--- config.mk ---
export PLATFORM = sky130hd
export DESIGN_NAME = enigma_stream_ctrl_flat
export DESIGN_NICKNAME = d
export VERILOG_FILES = /design/src/rtl/enigma_stream_ctrl_if.sv /design/src/rtl/enigma_stream_ctrl.sv /design/src/flat_wrapper.sv
export SDC_FILE = /design/constraint.sdc
export NUM_CORES = 1
export LEC_CHECK = 0
export CORE_MARGIN = 8
export CORE_UTILIZATION = 40
export DETAILED_ROUTE_END_ITERATION = 10
export PLACE_DENSITY = 0.63
export SKIP_CTS_REPAIR_TIMING = 1
export SLEW_MARGIN = 20
export SYNTH_ARGS = -nofsm -noshare
export SYNTH_HDL_FRONTEND = slang
export SYNTH_SLANG_ARGS = --single-unit
--- constraint.sdc ---
create_clock -name clk -period 2.3 [get_ports clk]
set_input_delay 0.46 -clock clk [delete_from_list [all_inputs] [get_ports clk]]
set_output_delay 0.46 -clock clk [all_outputs]
set_load 0.01 [all_outputs]
--- src/rtl/enigma_stream_ctrl_if.sv ---
// Byte-stream handshake bundle: UART receive side into the sequencer, FIFO head out to the UART transmitter.
// A transfer happens on a rising clk edge where valid and ready are both high; valid must not depend on ready.
interface enigma_stream_ctrl_if;
    logic [7:0] rx_data;
    logic       rx_valid;
    logic       rx_ready;
    logic [7:0] tx_data;
    logic       tx_valid;
    logic       tx_ready;

    modport master (
        output rx_data, rx_valid, tx_ready,
        input  rx_ready, tx_data, tx_valid
    );

    modport slave (
        input  rx_data, rx_valid, tx_ready,
        output rx_ready, tx_data, tx_valid
    );
endinterface

--- src/rtl/enigma_stream_ctrl.sv ---
// Enigma character sequencer: letter -> code, one step pulse per character, settle wait, result -> ASCII FIFO.
// Optional feature: ENIGMA_PASSTHRU_NONALPHA_EN forwards non-letters to tx instead of dropping them.
module enigma_stream_ctrl #(
    parameter int SETTLE_CYCLES = 3,
    parameter int FIFO_DEPTH    = 4
) (
    input  logic                clk,
    input  logic                reset,
    enigma_stream_ctrl_if.slave bus,
    output logic [4:0]          enc_char,
    output logic                enc_pulse,
    input  logic [4:0]          enc_result,
    output logic                busy,
    output logic [15:0]         char_count,
    output logic                err,
    output logic [1:0]          state_dbg_o
);

    localparam int AW = $clog2(FIFO_DEPTH);

    typedef enum logic [1:0] {IDLE, ISSUE, WAIT, CAPTURE} state_t;

    state_t      state_q, state_d;
    logic [3:0]  cnt_q, cnt_d;
    logic [4:0]  enc_char_q, enc_char_d;
    logic [15:0] count_q, count_d;
    logic        err_q, err_d;

    logic [7:0]  mem_q [FIFO_DEPTH];
    logic [AW:0] wr_q, rd_q;
    logic        fifo_full, fifo_empty, push, pop;
    logic [7:0]  push_data;

    logic        is_upper, is_lower, is_letter;
    logic [4:0]  letter_code;
    logic [7:0]  result_byte;

    assign is_upper    = (bus.rx_data >= 8'h41) && (bus.rx_data <= 8'h5A);
    assign is_lower    = (bus.rx_data >= 8'h61) && (bus.rx_data <= 8'h7A);
    assign is_letter   = is_upper || is_lower;
    assign letter_code = is_upper ? 5'(bus.rx_data - 8'h41) : 5'(bus.rx_data - 8'h61);
    assign result_byte = (enc_result > 5'd25) ? 8'h3F : (8'h41 + {3'b000, enc_result});

    // Pointers carry one extra wrap bit so full and empty are distinguishable at equal indices.
    assign fifo_empty  = (wr_q == rd_q);
    assign fifo_full   = (wr_q[AW] != rd_q[AW]) && (wr_q[AW-1:0] == rd_q[AW-1:0]);
    assign pop         = !fifo_empty && bus.tx_ready;
    assign bus.tx_valid = !fifo_empty;
    assign bus.tx_data  = fifo_empty ? 8'h00 : mem_q[rd_q[AW-1:0]];

    assign enc_char    = enc_char_q;
    assign char_count  = count_q;
    assign err         = err_q;
    assign busy        = (state_q != IDLE);
    assign state_dbg_o = state_q;

    always_ff @(posedge clk) begin
        if (reset) begin
            state_q    <= IDLE;
            cnt_q      <= 4'd0;
            enc_char_q <= 5'd0;
            count_q    <= 16'd0;
            err_q      <= 1'b0;
        end else begin
            state_q    <= state_d;
            cnt_q      <= cnt_d;
            enc_char_q <= enc_char_d;
            count_q    <= count_d;
            err_q      <= err_d;
        end
    end

    always_comb begin
        state_d      = state_q;
        cnt_d        = cnt_q;
        enc_char_d   = enc_char_q;
        count_d      = count_q;
        err_d        = err_q;
        push         = 1'b0;
        push_data    = 8'h00;
        enc_pulse    = 1'b0;
        bus.rx_ready = 1'b0;
        case (state_q)
            IDLE: begin
                bus.rx_ready = !fifo_full;
                if (bus.rx_valid && !fifo_full) begin
                    if (is_letter) begin
                        enc_char_d = letter_code;
                        state_d    = ISSUE;
                    end else begin
`ifdef ENIGMA_PASSTHRU_NONALPHA_EN
                        push      = 1'b1;
                        push_data = bus.rx_data;
`endif
                    end
                end
            end
            ISSUE: begin
                enc_pulse = 1'b1;
                cnt_d     = 4'(SETTLE_CYCLES - 1);
                state_d   = WAIT;
            end
            WAIT: begin
                if (cnt_q == 4'd0) begin
                    state_d = CAPTURE;
                end else begin
                    cnt_d = cnt_q - 4'd1;
                end
            end
            CAPTURE: begin
                // A slot is always free here: acceptance required one and nothing else pushes meanwhile.
                push      = 1'b1;
                push_data = result_byte;
                count_d   = count_q + 16'd1;
                if (enc_result > 5'd25) begin
                    err_d = 1'b1;
                end
                state_d   = IDLE;
            end
            default: state_d = IDLE;
        endcase
    end

    always_ff @(posedge clk) begin
        if (reset) begin
            wr_q <= '0;
            rd_q <= '0;
        end else begin
            if (push) begin
                wr_q <= wr_q + {{AW{1'b0}}, 1'b1};
            end
            if (pop) begin
                rd_q <= rd_q + {{AW{1'b0}}, 1'b1};
            end
        end
    end

    always_ff @(posedge clk) begin
        if (push) begin
            mem_q[wr_q[AW-1:0]] <= push_data;
        end
    end

endmodule
--- src/flat_wrapper.sv ---
// flat-port wrapper written by rule: the top's interface ports become plain ports
module enigma_stream_ctrl_flat 
#(
    parameter int SETTLE_CYCLES = 3,
    parameter int FIFO_DEPTH    = 4
)
  (clk, reset, enc_char, enc_pulse, enc_result, busy, char_count, err, state_dbg_o, bus_rx_data, bus_rx_valid, bus_tx_ready, bus_rx_ready, bus_tx_data, bus_tx_valid);
  enigma_stream_ctrl_if bus_i ();
  input  logic clk;
  input  logic reset;
  output logic [4:0] enc_char;
  output logic enc_pulse;
  input  logic [4:0] enc_result;
  output logic busy;
  output logic [15:0] char_count;
  output logic err;
  output logic [1:0] state_dbg_o;
  input wire logic [$bits(bus_i.rx_data)-1:0] bus_rx_data;
  input wire logic [$bits(bus_i.rx_valid)-1:0] bus_rx_valid;
  input wire logic [$bits(bus_i.tx_ready)-1:0] bus_tx_ready;
  output wire logic [$bits(bus_i.rx_ready)-1:0] bus_rx_ready;
  output wire logic [$bits(bus_i.tx_data)-1:0] bus_tx_data;
  output wire logic [$bits(bus_i.tx_valid)-1:0] bus_tx_valid;
  assign bus_i.rx_data = bus_rx_data;
  assign bus_i.rx_valid = bus_rx_valid;
  assign bus_i.tx_ready = bus_tx_ready;
  assign bus_rx_ready = bus_i.rx_ready;
  assign bus_tx_data = bus_i.tx_data;
  assign bus_tx_valid = bus_i.tx_valid;
  enigma_stream_ctrl #(.SETTLE_CYCLES(SETTLE_CYCLES), .FIFO_DEPTH(FIFO_DEPTH)) u_core (.clk(clk), .reset(reset), .bus(bus_i), .enc_char(enc_char), .enc_pulse(enc_pulse), .enc_result(enc_result), .busy(busy), .char_count(char_count), .err(err), .state_dbg_o(state_dbg_o));
endmodule
==> reports/results.md, run 1 <==
• **end of the worst register-to-register path** u_core.state_dbg_o[0]
• **kind of cell adding the most delay to the critical path** buffers and inverters
• **H-tree depth** 3
• **number of global-route vias before repair** 1996
• **count of buffers inserted at the top-level ports** 51
• **cell total after placement** 409
• **setup violation total in the final timing report** 0
• **clock period minus worst slack** 2240 ps
• **Register Area** 1565 sq um
• **number of cells traversed by the worst hold path** 2
• **Longest Clk Path Bufs** 2
• **global-route wire length before repair** 9.701 mm
• **number of CTS-inserted buffers** 9
• **Crit Reg-Reg Startpoint** u_core.cnt_q[0]
• **total routed wirelength** 6.046 mm
• **Area Growth Syn to Fin** 32.98%
• **worst hold start** u_core.enc_char[1]
• **part of the Yosys area used for sequential elements** 0.5277
• **final std cells w/o fill** 426
• **Horiz. Die Dim** 102.0 microns
• **Synthesized Nets** 290
• **Top FF cell, synth** sky130_fd_sc_hd__dfxtp_1
• **Fill cells** 624
• **Num Clock Sinks** 64
• **critical path's largest stage delay** 550 ps
• **fraction of synthesized cell area taken by the top area cell type** 0.2841
• **top layer used by detailed routing** met4
• **worst-case vdd ir drop** 0.0003146 V
• **max-cap violations** 0
• **gpl congestion** 0.7656
• **total buffers and inverters traversed by the critical path** 2
• **Die H** 102.0 microns
• **total DRC errors in the routed layout** 0
• **insertion delay to the later sink of the worst-skew pair** 330 ps
• **fraction of final layout cells with drive strength greater than 1** 0.1437
• **leading post-synthesis cells by cell area** sky130_fd_sc_hd__edfxtp_1 (28%), sky130_fd_sc_hd__dfxtp_1 (24%), sky130_fd_sc_hd__ha_1 (7.2%)
• **smallest hold slack** 482.2 ps
• **mean area per synthesized cell** 11.56 sq um
• **startpoint type of the worst setup path** register
• **worst-case register-to-register setup slack** 460 ps
• **clock-pin slew on the worst setup and hold paths** 70 ps
• **power density over cell area** 716.4 nW/um^2
• **via total after detailed routing** 2045
• **routed wire length per instance** 14.19 microns
• **DP Worst Slack** -167.7 ps
• **synth warn** 0
• **Starting DRT DRC Count** 62
• **#FFs+latches synth** 64
• **met2 wire len** 2.886 mm
• **path type of the worst min-delay path** reg -> reg
• **maximum fanout count along the critical path** 10
• **leading area contributor after synthesis** sky130_fd_sc_hd__edfxtp_1
• **number of enable flip-flop cells after synthesis** 28
• **leakage power figure** 1.646 nW
• **Async S/R FF share, synth** 0
• **destination of the worst hold path** u_core.enc_char[1]
• **depth of the worst register-to-register path** 6
• **TritonCTS clock tree** yes
• **utilization of the core after routing** 0.5454
• **number of antenna violations at the first check in global routing** 0
• **met3 wire len** 219 microns
• **pin count of the biggest net entering global routing** 36
• **final hold violations** 0
• **Floorplan Core Area** 7214 sq um
• **smallest setup slack after layout** 59.59 ps
• **library cell used as clock root buffer** sky130_fd_sc_hd__clkbuf_8
• **worst path cell trace** xor2_2 -> nand3b_1 -> buf_4 -> clkdlybuf4s50_1
• **maximum clock frequency** 446.3 MHz
• **Cell Rows** 31
• **count of final max-slew check failures** 0
• **classification of the worst setup path** reg -> out
• **Cell variety after synth** 43
• **Global Route Usage Sum** 0.1190
• **number of antenna-violating nets in the routed design** 0
• **combined area of the multi-input logic cells** 1341 sq um
• **Cell Area, Synth** 2959 sq um
• **Initial Utilization** 0.4102
• **die area** 10410 sq um
• **total congestion overflow after global routing** 0
• **Tcrit/Tclk final** 0.9741
• **data arrival at the endpoint of the critical path** 1780 ps
• **number of diodes** 0
• **WP data required** 1840 ps
• **post-detail-place hpwl** 4.316 mm
• **clock skew** 10.91 ps
• **run status** complete, no violations
• **Metal-1 WL** 2.890 mm
• **Via density** 4.800
• **element type at the critical path end** output port
• **number of primary I/O pins** 53
• **CP max-delay cell** sky130_fd_sc_hd__clkdlybuf4s50_1
• **nets@finish** 356
• **number of instances in the synthesized netlist** 256
• **drt first pass iters** 4
[logic make-up after synthesis]
kind of cell    Yosys count  share of synthesized area
compound gates           23                    0.05371
xor+xnor                 26                    0.07695
fa+ha+maj                17                    0.07188
buf+inv                  19                    0.02622
flops                    64                     0.5277
mux                      15                    0.08034
other cells               1                   0.001267
simple gates             91                     0.1619
[worst max-delay path by stage]
stage	from	endpoint	cells after the start
after floorplan	bus_rx_data[0]	u_core.enc_char[2]	7
after global placement	bus_rx_data[1]	u_core.enc_char[3]	8
after detailed placement	bus_rx_data[0]	u_core.enc_char[2]	8
after CTS	u_core.wr_q[0]	bus_tx_data[1]	4
after global routing	u_core.wr_q[2]	bus_tx_valid	4
final	u_core.wr_q[2]	bus_tx_valid	4
[layout make-up]
class | instances | area share
clock buffer | 9 | 0.03148
clock inverter | 7 | 0.02607
inverter | 10 | 0.009539
multi-input combinational | 173 | 0.3409
sequential | 64 | 0.3978
tap | 99 | 0.03148
timing repair buffer | 64 | 0.1628
[per-stage QoR]
stage / instance area, sq um / total power, mW / setup TNS, ps
after floorplan: 2959 / 1.529 / 0
after global placement: 3656 / 1.746 / -560.0
after detailed placement: 3656 / 1.752 / -826.1
after CTS: 3882 / 2.848 / -2025
after global routing: 3935 / 2.947 / -24.38
final: 3935 / 2.819 / 0
[registers in the layout, indices dropped and copies added (netlist names), named ones only]
| name | cells |
|---|---|
| u_core.wr_q | 3 |
| u_core.err | 1 |
| u_core.rd_q | 3 |
| u_core.enc_char | 5 |
| u_core.char_count | 16 |
| u_core.state_dbg_o | 2 |
| u_core.mem_q | 28 |
| u_core.cnt_q | 4 |
[layer usage]
layer,vias to the layer above,GRT usage
met3,5,0.04155
li1,1040,-
met2,35,0.1884
met4,0,0.04063
met1,965,0.1471
met5,-,0
[synthesized netlist by cell type (all sizes together), types with 5 or more instances]
| cell | n |
|---|---|
| dfxtp | 36 |
| nor2 | 32 |
| edfxtp | 28 |
| ha | 17 |
| xor2 | 16 |
| and2 | 14 |
| inv | 10 |
| xnor2 | 10 |
| nand2 | 9 |
| nand3 | 9 |
| a21oi | 8 |
| mux2i | 8 |
| mux4 | 7 |
| clkbuf | 5 |
| nand4 | 5 |
[where the power goes]
group / total, mW / internal, mW / leakage (nW) / switching [mW]
clock network: 1.09 / 0.623 / 0.111 / 0.466
logic: 0.485 / 0.247 / 0.941 / 0.238
registers: 1.24 / 1.21 / 0.594 / 0.0300
total: 2.82 / 2.09 / 1.65 / 0.734
[worst min-delay path: cells and delay by family, from the launching register on]
family          cells  cell delay, ps
simple gates        1              50
flops               1             320
compound gates      1              60
[placed cells by master (no fill, tap or decap), types with 2 or more instances in the layout]
master and count:
sky130_fd_sc_hd__a21oi_1 8, sky130_fd_sc_hd__dfxtp_2 3, sky130_fd_sc_hd__nor2_1 32, sky130_fd_sc_hd__nor3b_1 2
sky130_fd_sc_hd__a31oi_1 2, sky130_fd_sc_hd__clkdlybuf4s50_1 43, sky130_fd_sc_hd__nand3_1 9, sky130_fd_sc_hd__ha_1 17
sky130_fd_sc_hd__dfxtp_1 33, sky130_fd_sc_hd__nor2b_1 2, sky130_fd_sc_hd__mux2i_1 8, sky130_fd_sc_hd__xor2_1 15
sky130_fd_sc_hd__o21ai_0 2, sky130_fd_sc_hd__or3_1 2, sky130_fd_sc_hd__inv_6 3, sky130_fd_sc_hd__nor3_1 3
sky130_fd_sc_hd__a21boi_0 3, sky130_fd_sc_hd__clkbuf_8 9, sky130_fd_sc_hd__and2_1 14, sky130_fd_sc_hd__buf_4 12
sky130_fd_sc_hd__xnor2_1 9, sky130_fd_sc_hd__bufinv_16 2, sky130_fd_sc_hd__and3_1 4, sky130_fd_sc_hd__and4_1 2
sky130_fd_sc_hd__mux4_2 7, sky130_fd_sc_hd__edfxtp_1 28, sky130_fd_sc_hd__nand4_1 4, sky130_fd_sc_hd__inv_1 10
sky130_fd_sc_hd__nand2_1 9, sky130_fd_sc_hd__dlymetal6s2s_1 8
Note: power is estimated with default switching activity, not from simulation.
==> inputs of run 2 (changes only) <==
- CORE_MARGIN: 8 -> 2
- CORE_UTILIZATION: 40 -> 30
- PLACE_DENSITY: 0.63 -> 0.5
- SKIP_CTS_REPAIR_TIMING: 1 -> unset
==> run 2 against run 1 <==
Utilization is 14 points lower. Largest cell class unchanged. Critical path type unchanged. Clock skew is 5.6 ps lower. Final cell count up 8.5%. Via count decreased by 1.4%. Routed wire length fell by 5.2%.
==> reports/results.md, run 2 (same netlist as run 1, synthesis figures left out) <==
• **run status** complete, no violations
• **Hold-fix buffers, CTS** 0
• **insertion delay to the later sink of the worst-skew pair** 330 ps, about the same
• **Cell Rows** 36, +16%
• **total routed wirelength** 5.734 mm, -5.2%
• **met1 routing resource usage after global routing** 0.1553, +0.008228
• **library cell used as clock root buffer** sky130_fd_sc_hd__clkbuf_8
• **TritonCTS clock tree** yes
• **via total after detailed routing** 2016, -1.4%
• **Global Route Usage Sum** 0.1160, -0.003023
• **maximum clock frequency** 454.7 MHz, +1.9%
• **count of final max-slew check failures** 0, unchanged
• **Num Clock Sinks** 64, unchanged
• **Area Growth Syn to Fin** 31.88%
• **flip-flop count of the largest register, all copies and words added** 28, unchanged
• **routed wire length per instance** 12.41 microns, -13%
• **clock period minus worst slack** 2199 ps, -41.14 ps
• **nets@finish** 358, +0.56%
• **number of diodes** 0, unchanged
• **smallest setup slack after layout** 100.7 ps, +41.14 ps
• **met3 Use GR** 0.03427, -0.007279
• **final hold violations** 0, unchanged
• **GR Layer Usage met2** 0.1818, -0.006588
• **post-detail-place hpwl** 4.101 mm, -5.0%
• **fraction of final layout cells with drive strength greater than 1** 0.1520, +0.008245
• **Placed Area** 3709 sq um, +1.4%
• **number of primary I/O pins** 53, unchanged
• **Fill cells** 952, +53%
• **total negative slack** 0 ps, unchanged
• **Register Area** 1567 sq um, about the same
• **Horiz. Die Dim** 103.3 microns, +1.3%
• **number of global-route vias before repair** 1937, -3.0%
• **die area** 10670 sq um, +2.6%
• **max-cap violations** 0, unchanged
• **Tcrit/Tclk final** 0.9562, -0.01789
• **total congestion overflow after global routing** 0, unchanged
• **total DRC errors in the routed layout** 0, unchanged
• **classification of the worst setup path** reg -> out
• **clock-pin slew on the worst setup and hold paths** 70 ps, about the same
• **combined area of the multi-input logic cells** 1338 sq um, -0.28%
• **Initial Utilization** 0.3056, -0.1046
• **pin count of the biggest net entering global routing** 36, unchanged
• **number of CTS-inserted buffers** 9, unchanged
• **element type at the critical path end** output port
• **most common library cell in the layout ignoring fill and taps** sky130_fd_sc_hd__clkdlybuf4s50_1
• **worst-case vdd ir drop** 0.0003122 V, -0.76%
• **gpl congestion** 0.7928, +3.6%
• **DP Worst Slack** -178.8 ps, -11.05 ps
• **WP data required** 1840 ps, about the same
• **number of antenna-violating nets in the routed design** 0, unchanged
• **clock skew** 5.361 ps, -5.553 ps
• **data arrival at the endpoint of the critical path** 1740 ps, -40 ps
• **number of antenna violations at the first check in global routing** 0, unchanged
• **H-tree depth** 3, unchanged
• **count of buffers inserted at the top-level ports** 51, unchanged
• **startpoint type of the worst setup path** register
• **Total Power Consumption** 2.540 mW, -9.9%
• **busiest layer in global routing** met2
• **global-route wire length before repair** 9.556 mm, -1.5%
• **setup repair after global routing missed its margin** false
• **path type of the worst min-delay path** reg -> reg
• **Longest Clk Path Bufs** 2, unchanged
• **drt first pass iters** 4, unchanged
• **leakage power figure** 1.527 nW, -7.2%
• **Via density** 4.364, -9.1%
• **maximum fanout count along the critical path** 7, -3
• **most frequent cells in the layout** sky130_fd_sc_hd__clkdlybuf4s50_1 (43), sky130_fd_sc_hd__nor2_1 (32), sky130_fd_sc_hd__dfxtp_1 (32)
• **Die H** 103.3 microns, +1.3%
• **post-layout instance area** 3902 sq um, -0.83%
• **Floorplan Core Area** 9684 sq um, +34%
• **setup violation total in the final timing report** 0, unchanged
• **power density over cell area** 650.7 nW/um^2, -9.2%
• **Starting DRT DRC Count** 84, +35%
-- run 2: worst paths after layout --
path,start,end,slack (ps),depth (start not counted)
max reg2reg,u_core.cnt_q[0],u_core.state_dbg_o[1],480,7
min reg2reg,u_core.enc_char[1],u_core.enc_char[1],460,2
max,register,bus_tx_data[0],100,4
min,u_core.enc_char[1],u_core.enc_char[1],460,2
-- run 2: critical path, stage by stage, from the launching register on --
cell	delay, ps
sky130_fd_sc_hd__dfxtp_2	330
sky130_fd_sc_hd__buf_8	140
sky130_fd_sc_hd__mux4_2	510
sky130_fd_sc_hd__and2_1	160
sky130_fd_sc_hd__dlygate4sd2_1	280
-- run 2: layout make-up --
cell class | instances | area share
clock buffer | 9 | 0.03174
clock inverter | 7 | 0.01218
inverter | 10 | 0.009618
timing repair buffer | 66 | 0.1597
multi-input combinational | 173 | 0.3427
tap | 133 | 0.04264
sequential | 64 | 0.4014
-- run 2: metal layers --
| metal | wire length, microns | share of wire | vias up |
|---|---|---|---|
| met2 | 2656 | 0.46 | 32 |
| met3 | 198 | 0.035 | 6 |
| met4 | 73 | 0.013 | 0 |
| li1 | - | - | 1035 |
| met5 | 0 | 0 | - |
| met1 | 2806 | 0.49 | 943 |
-- run 2: metrics by stage --
step,util,std cells,hold slack (ps)
2_1_floorplan,-,256,456.7
3_3_place_gp,0.3829,446,449.2
3_5_place_dp,0.3829,446,453.7
4_1_cts,0.4010,463,464.6
5_1_grt,0.4030,462,511.1
6_report,0.4030,462,463.1
-- run 2: what timing repair did --
item / 4_1_cts / 5_1_grt
setup buffers: 1 / 0
endpoints found under the setup margin: 8 / 8
resized for setup: 11 / 8
gates cloned: 0 / 0
endpoints found under the hold margin: 0 / 0
-- run 2: where the power goes --
| part | internal, mW | leakage, nW | switching [mW] |
|---|---|---|---|
| sequential | 1.21 | 0.595 | 0.0260 |
| combinational | 0.241 | 0.846 | 0.231 |
| clock | 0.390 | 0.0870 | 0.437 |
| total | 1.85 | 1.53 | 0.694 |
==> inputs of run 3 (changes only) <==
- GPL_ROUTABILITY_DRIVEN: unset -> 0
- SLEW_MARGIN: 20 -> 10
==> results of run 3 <==
Same layout as run 2: the final DEF is identical, and so are final timing and power.
